File: src/rtl/sipo_capture_if.sv
// Serial capture bus: shift controls in, captured word and status out.
interface sipo_capture_if #(
  parameter int WIDTH = 8,
  parameter int CNT_W = 4
);
  logic             en;
  logic             clr;
  logic             d;
  logic [WIDTH-1:0] q;
  logic [WIDTH-1:0] qn;
  logic             valid;
  logic [CNT_W-1:0] count;
  logic             perr;

  modport master (output en, clr, d, input q, qn, valid, count, perr);
  modport slave  (input en, clr, d, output q, qn, valid, count, perr);
endinterface

File: src/rtl/sipo_capture.sv
// Serial-in/parallel-out word capture, MSB first, with 1-cycle valid strobe.
// Define SIPO_CAPTURE_PARITY_EN to append a trailing even-parity bit to each frame.
module sipo_capture #(
  parameter int WIDTH = 8,
  parameter int CNT_W = 4
) (
  input logic           clk,
  input logic           rst,
  sipo_capture_if.slave bus
);
`ifdef SIPO_CAPTURE_PARITY_EN
  localparam int FLEN = WIDTH + 1;
  localparam int SW   = WIDTH;
`else
  // Without parity the last data bit goes straight to q, so shreg needs one bit less.
  localparam int FLEN = WIDTH;
  localparam int SW   = WIDTH - 1;
`endif

  logic [SW-1:0]    shreg_q, shreg_d;
  logic [CNT_W-1:0] count_q, count_d;
  logic [WIDTH-1:0] q_q, q_d;
  logic             valid_q, valid_d;
  logic [WIDTH-1:0] shifted;
  logic             last;

`ifdef SIPO_CAPTURE_PARITY_EN
  logic perr_q, perr_d;
  assign shifted = {shreg_q[WIDTH-2:0], bus.d};
`else
  assign shifted = {shreg_q, bus.d};
`endif

  assign last = (count_q == CNT_W'(FLEN - 1));

  // State register
  always_ff @(posedge clk or posedge rst) begin
    if (rst) begin
      shreg_q <= '0;
      count_q <= '0;
      q_q     <= '0;
      valid_q <= 1'b0;
`ifdef SIPO_CAPTURE_PARITY_EN
      perr_q  <= 1'b0;
`endif
    end else begin
      shreg_q <= shreg_d;
      count_q <= count_d;
      q_q     <= q_d;
      valid_q <= valid_d;
`ifdef SIPO_CAPTURE_PARITY_EN
      perr_q  <= perr_d;
`endif
    end
  end

  // Next state: clr beats en, and the LAST slot wraps count while capturing q
  always_comb begin
    shreg_d = shreg_q;
    count_d = count_q;
    q_d     = q_q;
    valid_d = 1'b0;
`ifdef SIPO_CAPTURE_PARITY_EN
    perr_d  = perr_q;
`endif
    if (bus.clr) begin
      shreg_d = '0;
      count_d = '0;
    end else if (bus.en) begin
      if (last) begin
        count_d = '0;
        valid_d = 1'b1;
`ifdef SIPO_CAPTURE_PARITY_EN
        q_d     = shreg_q;
        perr_d  = (^shreg_q) ^ bus.d;
`else
        q_d     = shifted;
`endif
      end else begin
        shreg_d = shifted[SW-1:0];
        count_d = count_q + 1'b1;
      end
    end
  end

  // Outputs: all registered, qn is a pure inversion of q
  always_comb begin
    bus.q     = q_q;
    bus.qn    = ~q_q;
    bus.valid = valid_q;
    bus.count = count_q;
`ifdef SIPO_CAPTURE_PARITY_EN
    bus.perr  = perr_q;
`else
    bus.perr  = 1'b0;
`endif
  end
endmodule
File: src/flat_wrapper.sv
// flat-port wrapper written by rule: the top's interface ports become plain ports
module sipo_capture_flat 
#(
  parameter int WIDTH = 8,
  parameter int CNT_W = 4
)
  (clk, rst, bus_en, bus_clr, bus_d, bus_q, bus_qn, bus_valid, bus_count, bus_perr);
  sipo_capture_if #(.WIDTH(WIDTH), .CNT_W(CNT_W)) bus_i ();
  input logic clk;
  input logic rst;
  input wire logic [$bits(bus_i.en)-1:0] bus_en;
  input wire logic [$bits(bus_i.clr)-1:0] bus_clr;
  input wire logic [$bits(bus_i.d)-1:0] bus_d;
  output wire logic [$bits(bus_i.q)-1:0] bus_q;
  output wire logic [$bits(bus_i.qn)-1:0] bus_qn;
  output wire logic [$bits(bus_i.valid)-1:0] bus_valid;
  output wire logic [$bits(bus_i.count)-1:0] bus_count;
  output wire logic [$bits(bus_i.perr)-1:0] bus_perr;
  assign bus_i.en = bus_en;
  assign bus_i.clr = bus_clr;
  assign bus_i.d = bus_d;
  assign bus_q = bus_i.q;
  assign bus_qn = bus_i.qn;
  assign bus_valid = bus_i.valid;
  assign bus_count = bus_i.count;
  assign bus_perr = bus_i.perr;
  sipo_capture #(.WIDTH(WIDTH), .CNT_W(CNT_W)) u_core (.clk(clk), .rst(rst), .bus(bus_i));
endmodule
File: config.mk
export PLATFORM = sky130hd
export DESIGN_NAME = sipo_capture_flat
export DESIGN_NICKNAME = d
export VERILOG_FILES = /design/src/rtl/sipo_capture_if.sv /design/src/rtl/sipo_capture.sv /design/src/flat_wrapper.sv
export SDC_FILE = /design/constraint.sdc
export NUM_CORES = 1
export LEC_CHECK = 0
export ABC_AREA = 1
export ABC_CLOCK_PERIOD_IN_PS = 3200
export BUFFER_PORTS_ARGS = -buffer_cell sky130_fd_sc_hd__buf_4
export CORE_UTILIZATION = 45
export DETAILED_ROUTE_END_ITERATION = 12
export PLACE_DENSITY = 0.76
export SYNTH_ARGS = -nofsm -noshare
export SYNTH_HDL_FRONTEND = slang
export SYNTH_SLANG_ARGS = --single-unit
File: constraint.sdc
create_clock -name clk -period 3.2 [get_ports clk]
set_input_delay 0.96 -clock clk [delete_from_list [all_inputs] [get_ports clk]]
set_output_delay 0.96 -clock clk [all_outputs]
set_load 0.01 [all_outputs]
==> flow_metrics.env, run 1 <==
export IMPL_status="finished clean"
export IMPL_syn_area_um2=875
export IMPL_setup_slack_ns=1.28
export IMPL_synth_top_cell_area_share_pct=57.2
export IMPL_slew_limit_headroom_pct=51.3
export IMPL_n_antenna_cell=0
export IMPL_crit_required_ns=2.24
export IMPL_grt_usage_pct=18.4
export IMPL_area_growth_syn_to_layout_pct=28.3
export IMPL_critPathCaptureType="output pin"
export IMPL_numCtsBuffers=3
export IMPL_fin_setup_tns_ns=0
export IMPL_fin_total_pwr_mw=0.432
export IMPL_critPathMaxFanout=5
export IMPL_crit_start="u_core.bus.count[3]"
export IMPL_drt_pass1_iter_count=6
export IMPL_port_buffers=25
export IMPL_post_route_period_util_pct=60.0
export IMPL_hold_depth=2
export IMPL_finalWeightedCongestion=0.878
export IMPL_drt_iter0_drc=20
export IMPL_ys_warn_count=0
export IMPL_fmax_mhz=521
export IMPL_overflow=0
export IMPL_hold_violations=0
export IMPL_worstSetupPathType="flip-flop to output pin"
export IMPL_cts_tree="yes"
export IMPL_syn_nets=109
export IMPL_cts_root_buffer="clkbuf_4"
export IMPL_routed_wl_um=1670
export IMPL_num_io_pins=27
export IMPL_wl_per_cell_um=10.7
export IMPL_dp_hpwl_um=1210
export IMPL_start_util_pct=49.1
export IMPL_n_fill_cell=166
export IMPL_peakVddDrop_mv=0.270
export IMPL_critPathMaxStageDelay_ns=0.49
export IMPL_core_mm2=0.00178
export IMPL_synth_distinct_cells=17
export IMPL_drc_errors=0
export IMPL_clkTransAtPathRegs_ns=0.10
export IMPL_leakage_nw=0.640
export IMPL_min_from="u_core.shreg_q[6]"
export IMPL_synth_edf_count=0
export IMPL_synth_avg_cell_area_um2=8.49
export IMPL_hp_class="flip-flop to flip-flop"
export IMPL_cts_sinks=20
export IMPL_path_cells="buf_4"
export IMPL_synth_seq_area_share_pct=57.2
export IMPL_pwr_density_cell_mw_per_mm2=385
export IMPL_yosys_most_used_dff="dfrtp_1"
export IMPL_critPathLaunchType="flip-flop"
export IMPL_cts_setup_buffers=0
export IMPL_ctsResizeCount=0
export IMPL_antenna_found_initial=0
export IMPL_grt_start_max_net_pins=21
export IMPL_nNetsFinal=138
export IMPL_maxSlewViolCount=0
export IMPL_rsz0062_at_grt="false"
export IMPL_cts_buffer_depth=2
export IMPL_ys_ff_latch=20
export IMPL_die_y_um=46.1
export IMPL_htree_levels=1
export IMPL_vias=753
export IMPL_num_rows=15
export IMPL_reg2reg_depth=6
export IMPL_ctsHoldBuffers=0
export IMPL_utilization_pct=62.9
export IMPL_die_w_um=46.1
export IMPL_clock_skew_ns=0.00254
export IMPL_synthTopCellsByCount="46 x nand2_1, 20 x dfrtp_1, 11 x inv_1"
export IMPL_syn_inst=103
export IMPL_cp_buffers_inverters=1
export IMPL_synth_area_leaders="dfrtp_1 57%, nand2_1 20%, nand3_1 5.7%"
export IMPL_critical_path_depth=1
export IMPL_synthArstFlopShare_pct=100
export IMPL_grt_pass1_vias=591
export IMPL_hold_ws_ns=0.504
export IMPL_cap_violations=0
export IMPL_rrSetupSlack_ns=1.86
export IMPL_crit_family="flip-flops"
export IMPL_arrival_ns=0.96
export IMPL_clk_insertion_delay_late_ns=0.30
export IMPL_cp_slowest_cell="dfrtp_1"
export IMPL_finalSetupViolations=0
export IMPL_tightestPinTransition_ns=0.730
export IMPL_fin_crit_ns=1.92
export IMPL_synth_top_cell_by_area="dfrtp_1"
export IMPL_final_layout_size_suffix_gt1_share_pct=27.5
export IMPL_antenna_left=0
export IMPL_synth_most_common_cell="nand2_1"
export IMPL_die_area_mm2=0.00212
export IMPL_place_ws_ns=1.36
export IMPL_r2r_start="u_core.bus.count[0]"
export IMPL_grt_pass1_wl_um=2600
export IMPL_via_per_inst=4.83
[per-layer routing]
metal | up-vias | track usage (%) | wire length, um | part of all wire (%)
li1 | 370 | - | - | -
met1 | 334 | 25.6 | 784 | 47
met2 | 44 | 25.6 | 735 | 44
met3 | 5 | 5.10 | 114 | 6.8
met4 | 0 | 10.6 | 38 | 2.3
met5 | - | 0 | 0 | 0
[flip-flops by register name, indices dropped and copies added, names as in the netlist]
register,count
u_core.bus.count,4
u_core.shreg_q,7
u_core.bus.valid,1
u_core.bus.q,8
[logic make-up (layout without fill, tap and decap cells)]
family          count (synthesis)  count (layout)  synth area share, %
compound gates                  3               3                 2.15
fa+ha+maj                       1               1                 1.43
other cells                     1               1                0.429
simple gates                   64              64                 31.8
buf+inv                        14              42                 7.01
flops                          20              20                 57.2
[report_power, final]
| group | internal (mW) | total (mW) | switching, mW |
|---|---|---|---|
| registers | 0.256 | 0.261 | 0.00470 |
| logic | 0.00995 | 0.0269 | 0.0170 |
| clock network | 0.0694 | 0.145 | 0.0751 |
[cells in the final DEF, fill, tap and decap left out]
master and instances:
inv_1 11, nor2_1 2, clkinv_4 1, nand4_1 1, o21ai_0 2, buf_4 25, nand2_1 46, clkbuf_8 1
a22o_1 1, conb_1 1, ha_1 1, inv_2 1, nand3_1 10, clkbuf_4 3, dfrtp_1 20, nand2_2 2
nand2_4 1, nor2_4 1, nor2_2 1
[area by class of cell]
type	count	area, um^2	share of cell area, %
tap	25	31.3	2.79
timing repair buffer	25	188	16.7
sequential	20	500	44.6
clock buffer	4	36.3	3.23
multi-input combinational	69	313	27.9
inverter	13	53.8	4.79
[path summary, 6_finish.rpt]
kind,end
max in group asynchronous,u_core.bus.count[0]
setup reg to reg,u_core.bus.count[3]
setup / recovery,bus_count[3]
hold / removal,u_core.bus.q[7]
hold reg to reg,u_core.bus.q[7]
min in group asynchronous,u_core.bus.q[7]
[per-stage QoR]
stage | instance area, um^2 | cells
floorplan | 875 | 103
global placement | 1090 | 152
detailed placement | 1090 | 152
CTS | 1120 | 156
global route | 1120 | 156
finish | 1120 | 156
Power figures use the tool's default switching activity.
==> run 2, diff against run 1 <==
--- a/config.mk
+++ b/config.mk
@@ -6,7 +6,7 @@
 export NUM_CORES = 1
 export LEC_CHECK = 0
 export ABC_AREA = 1
-export ABC_CLOCK_PERIOD_IN_PS = 3200
+export ABC_CLOCK_PERIOD_IN_PS = 1800
 export BUFFER_PORTS_ARGS = -buffer_cell sky130_fd_sc_hd__buf_4
 export CORE_UTILIZATION = 45
 export DETAILED_ROUTE_END_ITERATION = 12
==> constraint.sdc (replaced) <==
create_clock -name clk -period 1.8 [get_ports clk]
set_input_delay 0.54 -clock clk [delete_from_list [all_inputs] [get_ports clk]]
set_output_delay 0.54 -clock clk [all_outputs]
set_load 0.01 [all_outputs]
==> run 2 against run 1 <==
Via count is 4.5% lower. Flip-flop and latch count stayed put. Highest routed layer unchanged. Clock skew is 0.0014 ns higher. Clock-buffer cell count stayed put.
==> flow_metrics.env, run 2 (synthesized netlist as in run 1, its figures left out) <==
export IMPL_fin_setup_tns_ns=0
export IMPL_numCtsBuffers=3
export IMPL_ctsHoldBuffers=0
export IMPL_routed_wl_um=1620
export IMPL_n_fill_cell=162
export IMPL_nNetsFinal=139
export IMPL_final_common_cell="nand2_1"
export IMPL_antenna_found_initial=0
export IMPL_largest_register_ffs=8
export IMPL_cp_slowest_cell="dfrtp_1"
export IMPL_status="finished clean"
export IMPL_pwr_density_cell_mw_per_mm2=681
export IMPL_finalWeightedCongestion=0.859
export IMPL_rsz0062_at_grt="false"
export IMPL_p_int_mw=0.598
export IMPL_clk_insertion_delay_late_ns=0.30
export IMPL_cts_root_buffer="clkbuf_4"
export IMPL_clock_skew_ns=0.00395
export IMPL_area_growth_syn_to_layout_pct=29.2
export IMPL_power_frac_seq_pct=60.2
export IMPL_antenna_left=0
export IMPL_cts_setup_buffers=0
export IMPL_cp_buffers_inverters=1
export IMPL_htree_levels=1
export IMPL_arrival_ns=0.94
export IMPL_hp_class="primary input to asynchronous set/reset pin"
export IMPL_core_mm2=0.00178
export IMPL_die_area_mm2=0.00212
export IMPL_post_route_period_util_pct=82.4
export IMPL_finalSetupViolations=0
export IMPL_die_y_um=46.1
export IMPL_critPathMaxFanout=5
export IMPL_num_rows=15
export IMPL_placed_cells=153
export IMPL_peakVddDrop_mv=0.413
export IMPL_mostFrequentLayoutCells="46 x nand2_1, 26 x buf_4, 20 x dfrtp_1, 11 x inv_1, 10 x nand3_1"
export IMPL_vias=719
export IMPL_ctsResizeCount=0
export IMPL_cts_buffer_depth=2
export IMPL_start_util_pct=49.1
export IMPL_layoutNonFillerInstCount=157
export IMPL_final_layout_size_suffix_gt1_share_pct=28.0
export IMPL_cts_sinks=20
export IMPL_fin_crit_ns=1.48
export IMPL_p_comb_share_pct=6.5
export IMPL_maxSlewViolCount=0
export IMPL_worstSetupPathType="flip-flop to output pin"
export IMPL_grt_pass1_vias=580
export IMPL_power_switching_mw=0.171
export IMPL_overflow=0
export IMPL_crit_required_ns=1.26
export IMPL_path_cells="buf_4"
export IMPL_leakage_nw=0.645
export IMPL_n_antenna_cell=0
export IMPL_wl_per_cell_um=10.3
export IMPL_cts_tree="yes"
export IMPL_switching_share_pct=22.2
export IMPL_drc_errors=0
export IMPL_clkTransAtPathRegs_ns=0.11
export IMPL_crit_start="u_core.bus.count[3]"
export IMPL_grt_start_max_net_pins=21
export IMPL_critPathLaunchType="flip-flop"
export IMPL_dp_hpwl_um=1170
export IMPL_fmax_mhz=675
export IMPL_via_per_inst=4.58
export IMPL_port_buffers=25
export IMPL_critPathMaxStageDelay_ns=0.47
export IMPL_r2r_start="u_core.bus.count[0]"
export IMPL_clkPwrFrac_pct=33.2
export IMPL_grt_pass1_wl_um=2620
export IMPL_drt_iter0_drc=20
export IMPL_grt_usage_pct=18.0
export IMPL_num_io_pins=27
export IMPL_hold_violations=0
export IMPL_cap_violations=0
export IMPL_crit_family="flip-flops"
export IMPL_critPathCaptureType="output pin"
export IMPL_die_w_um=46.1
export IMPL_drt_pass1_iter_count=4
## run 2: path summary, 6_finish.rpt
kind	endpoint	slack (ns)	cells past startpoint
min in group clk	u_core.bus.q[0]	0.46	3
worst max-delay path	bus_count[3]	0.32	1
worst min-delay path	u_core.bus.q[5]	0.25	3
worst min register to register	u_core.bus.q[7]	0.50	2
worst max register to register	u_core.bus.count[3]	0.47	6
max in group asynchronous	u_core.shreg_q[4]	1.34	3
## run 2: routing by layer
layer  vias up  part of all wire [%]  routed length [um]  track usage (%)
met2        29                    42                 678             24.5
li1        377                     -                   -                -
met5         -                     0                   0                0
met1       309                    50                 817             27.7
met3         4                   6.2                 100             2.35
met4         0                   1.5                  25             8.82
## run 2: final cells by class
cell class / count / area (um^2) / share of cell area [%]
sequential: 20 / 500 / 44.3
multi-input combinational: 69 / 313 / 27.7
tap: 25 / 31.3 / 2.77
inverter: 13 / 53.8 / 4.76
clock buffer: 4 / 36.3 / 3.21
timing repair buffer: 26 / 195 / 17.3
## run 2: worst min-delay path: cells and delay by family
family                 cells  cell delay [ns]
buffers and inverters      3             0.41
## run 2: stage by stage
step           worst slack (ns)  hold WS [ns]  area (um^2)  util (%)  total power, mW
6_report                  0.317         0.253         1130      63.4            0.769
5_1_grt                   0.260         0.292         1130      63.4            0.801
4_1_cts                   0.306         0.255         1130      63.4            0.781
3_5_place_dp              0.390         0.470         1090      61.3            0.523
3_3_place_gp              0.405         0.472         1090      61.3            0.522
2_1_floorplan             0.561         0.443          875         -            0.501
## run 2: power by group through the flow
| stage | clock [mW] | sequential [mW] | combinational [mW] |
|---|---|---|---|
| 2_1_floorplan | 0 | 0.473 | 0.0280 |
| 3_5_place_dp | 0 | 0.472 | 0.0511 |
| 3_3_place_gp | 0 | 0.472 | 0.0498 |
| 6_report | 0.256 | 0.463 | 0.0502 |
| 4_1_cts | 0.266 | 0.463 | 0.0512 |
| 5_1_grt | 0.278 | 0.465 | 0.0580 |
==> run 3, diff against run 2 <==
--- a/config.mk
+++ b/config.mk
@@ -6,11 +6,11 @@
 export NUM_CORES = 1
 export LEC_CHECK = 0
 export ABC_AREA = 1
-export ABC_CLOCK_PERIOD_IN_PS = 1800
+export ABC_CLOCK_PERIOD_IN_PS = 1300
 export BUFFER_PORTS_ARGS = -buffer_cell sky130_fd_sc_hd__buf_4
-export CORE_UTILIZATION = 45
+export CORE_UTILIZATION = 44
 export DETAILED_ROUTE_END_ITERATION = 12
-export PLACE_DENSITY = 0.76
+export PLACE_DENSITY = 0.77
 export SYNTH_ARGS = -nofsm -noshare
 export SYNTH_HDL_FRONTEND = slang
 export SYNTH_SLANG_ARGS = --single-unit
==> constraint.sdc (replaced) <==
create_clock -name clk -period 1.3 [get_ports clk]
set_input_delay 0.39 -clock clk [delete_from_list [all_inputs] [get_ports clk]]
set_output_delay 0.39 -clock clk [all_outputs]
set_load 0.01 [all_outputs]
==> run 3 against run 2 <==
The flow now finishes with violations (negative setup slack). Critical path type unchanged. Largest power group unchanged. Sequential power rose by 38%. Combinational power rose by 99%. Hold slack got worse by 0.15 ns. Sequential share of layout area is 5.5 points lower. Cell area grew 15%. Critical endpoint is now bus_count[1]. Setup slack worse by 0.36 ns.
==> flow_metrics.env, run 3 (synthesized netlist as in run 1, its figures left out) <==
export IMPL_finalSetupViolations=2
export IMPL_arrival_ns=0.96
export IMPL_grt_pass1_wl_um=3040
export IMPL_status="complete, but fails checks"
export IMPL_power_switching_mw=0.250
export IMPL_critPathMaxFanout=3
export IMPL_clkTransAtPathRegs_ns=0.11
export IMPL_ctsHoldBuffers=0
export IMPL_drt_pass1_iter_count=4
export IMPL_place_ws_ns=0.0215
export IMPL_multi_input_area_um2=320
export IMPL_placed_cells=155
export IMPL_post_route_period_util_pct=104
export IMPL_clk_insertion_delay_late_ns=0.30
export IMPL_p_int_mw=0.989
export IMPL_hold_violations=0
export IMPL_layoutNonFillerInstCount=169
export IMPL_n_fill_cell=134
export IMPL_final_common_cell="nand2_1"
export IMPL_power_frac_seq_pct=51.6
export IMPL_num_rows=15
export IMPL_via_per_inst=4.55
export IMPL_mostFrequentLayoutCells="46 x nand2_1, 25 x buf_4, 18 x dfrtp_1, 13 x buf_6, 10 x nand3_1"
export IMPL_leakage_nw=0.730
export IMPL_vias=769
export IMPL_setup_slack_ns=-0.0455
export IMPL_critPathLaunchType="flip-flop"
export IMPL_core_mm2=0.00180
export IMPL_num_io_pins=27
export IMPL_drc_errors=0
export IMPL_cts_tree="yes"
export IMPL_peakVddDrop_mv=0.851
export IMPL_n_antenna_cell=0
export IMPL_hp_class="primary input to asynchronous set/reset pin"
export IMPL_worstSetupPathType="flip-flop to output pin"
export IMPL_cap_violations=0
export IMPL_cts_buffer_depth=2
export IMPL_antenna_found_initial=0
export IMPL_antenna_left=0
export IMPL_cts_sinks=20
export IMPL_die_w_um=46.6
export IMPL_numCtsBuffers=3
export IMPL_crit_required_ns=0.91
export IMPL_start_util_pct=48.5
export IMPL_grt_usage_pct=20.9
export IMPL_switching_share_pct=20.2
export IMPL_htree_levels=1
export IMPL_dp_hpwl_um=1310
export IMPL_die_area_mm2=0.00217
export IMPL_cts_root_buffer="clkbuf_4"
export IMPL_drt_iter0_drc=14
export IMPL_grt_pass1_vias=673
export IMPL_nNetsFinal=151
export IMPL_pwr_density_cell_mw_per_mm2=957
export IMPL_fin_setup_tns_ns=-0.0809
export IMPL_clkPwrFrac_pct=40.3
export IMPL_p_comb_share_pct=8.1
export IMPL_grt_start_max_net_pins=21
export IMPL_final_seq_area_um2=503
export IMPL_routed_wl_um=1900
export IMPL_violations="negative setup slack"
export IMPL_largest_register_ffs=8
export IMPL_clock_skew_ns=0.00846
export IMPL_critPathCaptureType="output pin"
export IMPL_maxSlewViolCount=0
export IMPL_rsz0062_at_grt="true"
export IMPL_fin_crit_ns=1.35
export IMPL_port_buffers=25
export IMPL_die_y_um=46.6
export IMPL_fmax_mhz=743
export IMPL_final_layout_size_suffix_gt1_share_pct=37.5
export IMPL_finalWeightedCongestion=0.756
export IMPL_area_growth_syn_to_layout_pct=48.1
export IMPL_wl_per_cell_um=11.2
export IMPL_overflow=0
## run 3: final cells by class
cell class	instances	area share, %
Sequential cell	20	38.8
Tap cell	25	2.42
Clock buffer	3	1.74
Multi-Input combinational cell	69	24.7
Timing Repair Buffer	38	25.8
Inverter	13	4.15
Clock inverter	1	2.32
## run 3: critical path, cell delays in order (launching register included)
cell	delay, ns
dfrtp_1	0.42
buf_6	0.13
buf_6	0.11
## run 3: metrics by stage
stage / utilization (%) / cell area, um^2 / hold WS, ns / power, mW
after CTS: 66.9 / 1210 / 0.105 / 1.24
after global placement: 61.5 / 1110 / 0.435 / 0.731
after global routing: 71.9 / 1290 / 0.122 / 1.29
final: 71.9 / 1290 / 0.105 / 1.24
after floorplan: - / 875 / 0.354 / 0.693
after detailed placement: 61.5 / 1110 / 0.439 / 0.731
## run 3: path summary, 6_finish.rpt
| kind | slack (ns) | endpoint | from | cells after the start |
|---|---|---|---|---|
| hold / removal | 0.11 | u_core.bus.q[1] | rst | 3 |
| setup / recovery | -0.05 | bus_count[1] | u_core.bus.count[1] | 2 |
| min in group clk | 0.29 | u_core.shreg_q[0] | bus_d | 3 |
| max in group asynchronous | 0.96 | u_core.bus.count[3] | rst | 3 |
| hold reg to reg | 0.53 | u_core.bus.q[4] | u_core.shreg_q[3] | 2 |
| setup reg to reg | 0.08 | u_core.bus.q[7] | u_core.bus.count[1] | 7 |
## run 3: metal layers
metal | global-route usage (%) | vias to the layer above | share of wire (%)
li1 | - | 395 | -
met1 | 28.6 | 346 | 48
met2 | 31.4 | 26 | 47
met3 | 3.53 | 2 | 4.5
met4 | 10.6 | 0 | 1.1
met5 | 0 | - | 0
## run 3: repair_timing
action                     CTS  global route
buffers inserted             3             7
setup endpoints to repair    5            22
resized for setup            7            12
pin swaps                    0             1
## run 3: power by group through the flow
| stage | registers [mW] | clock network (mW) | logic, mW |
|---|---|---|---|
| 2_1_floorplan | 0.654 | 0 | 0.0388 |
| 3_3_place_gp | 0.650 | 0 | 0.0811 |
| 3_5_place_dp | 0.650 | 0 | 0.0812 |
| 4_1_cts | 0.639 | 0.506 | 0.0946 |
| 5_1_grt | 0.640 | 0.539 | 0.110 |
| 6_report | 0.639 | 0.500 | 0.100 |
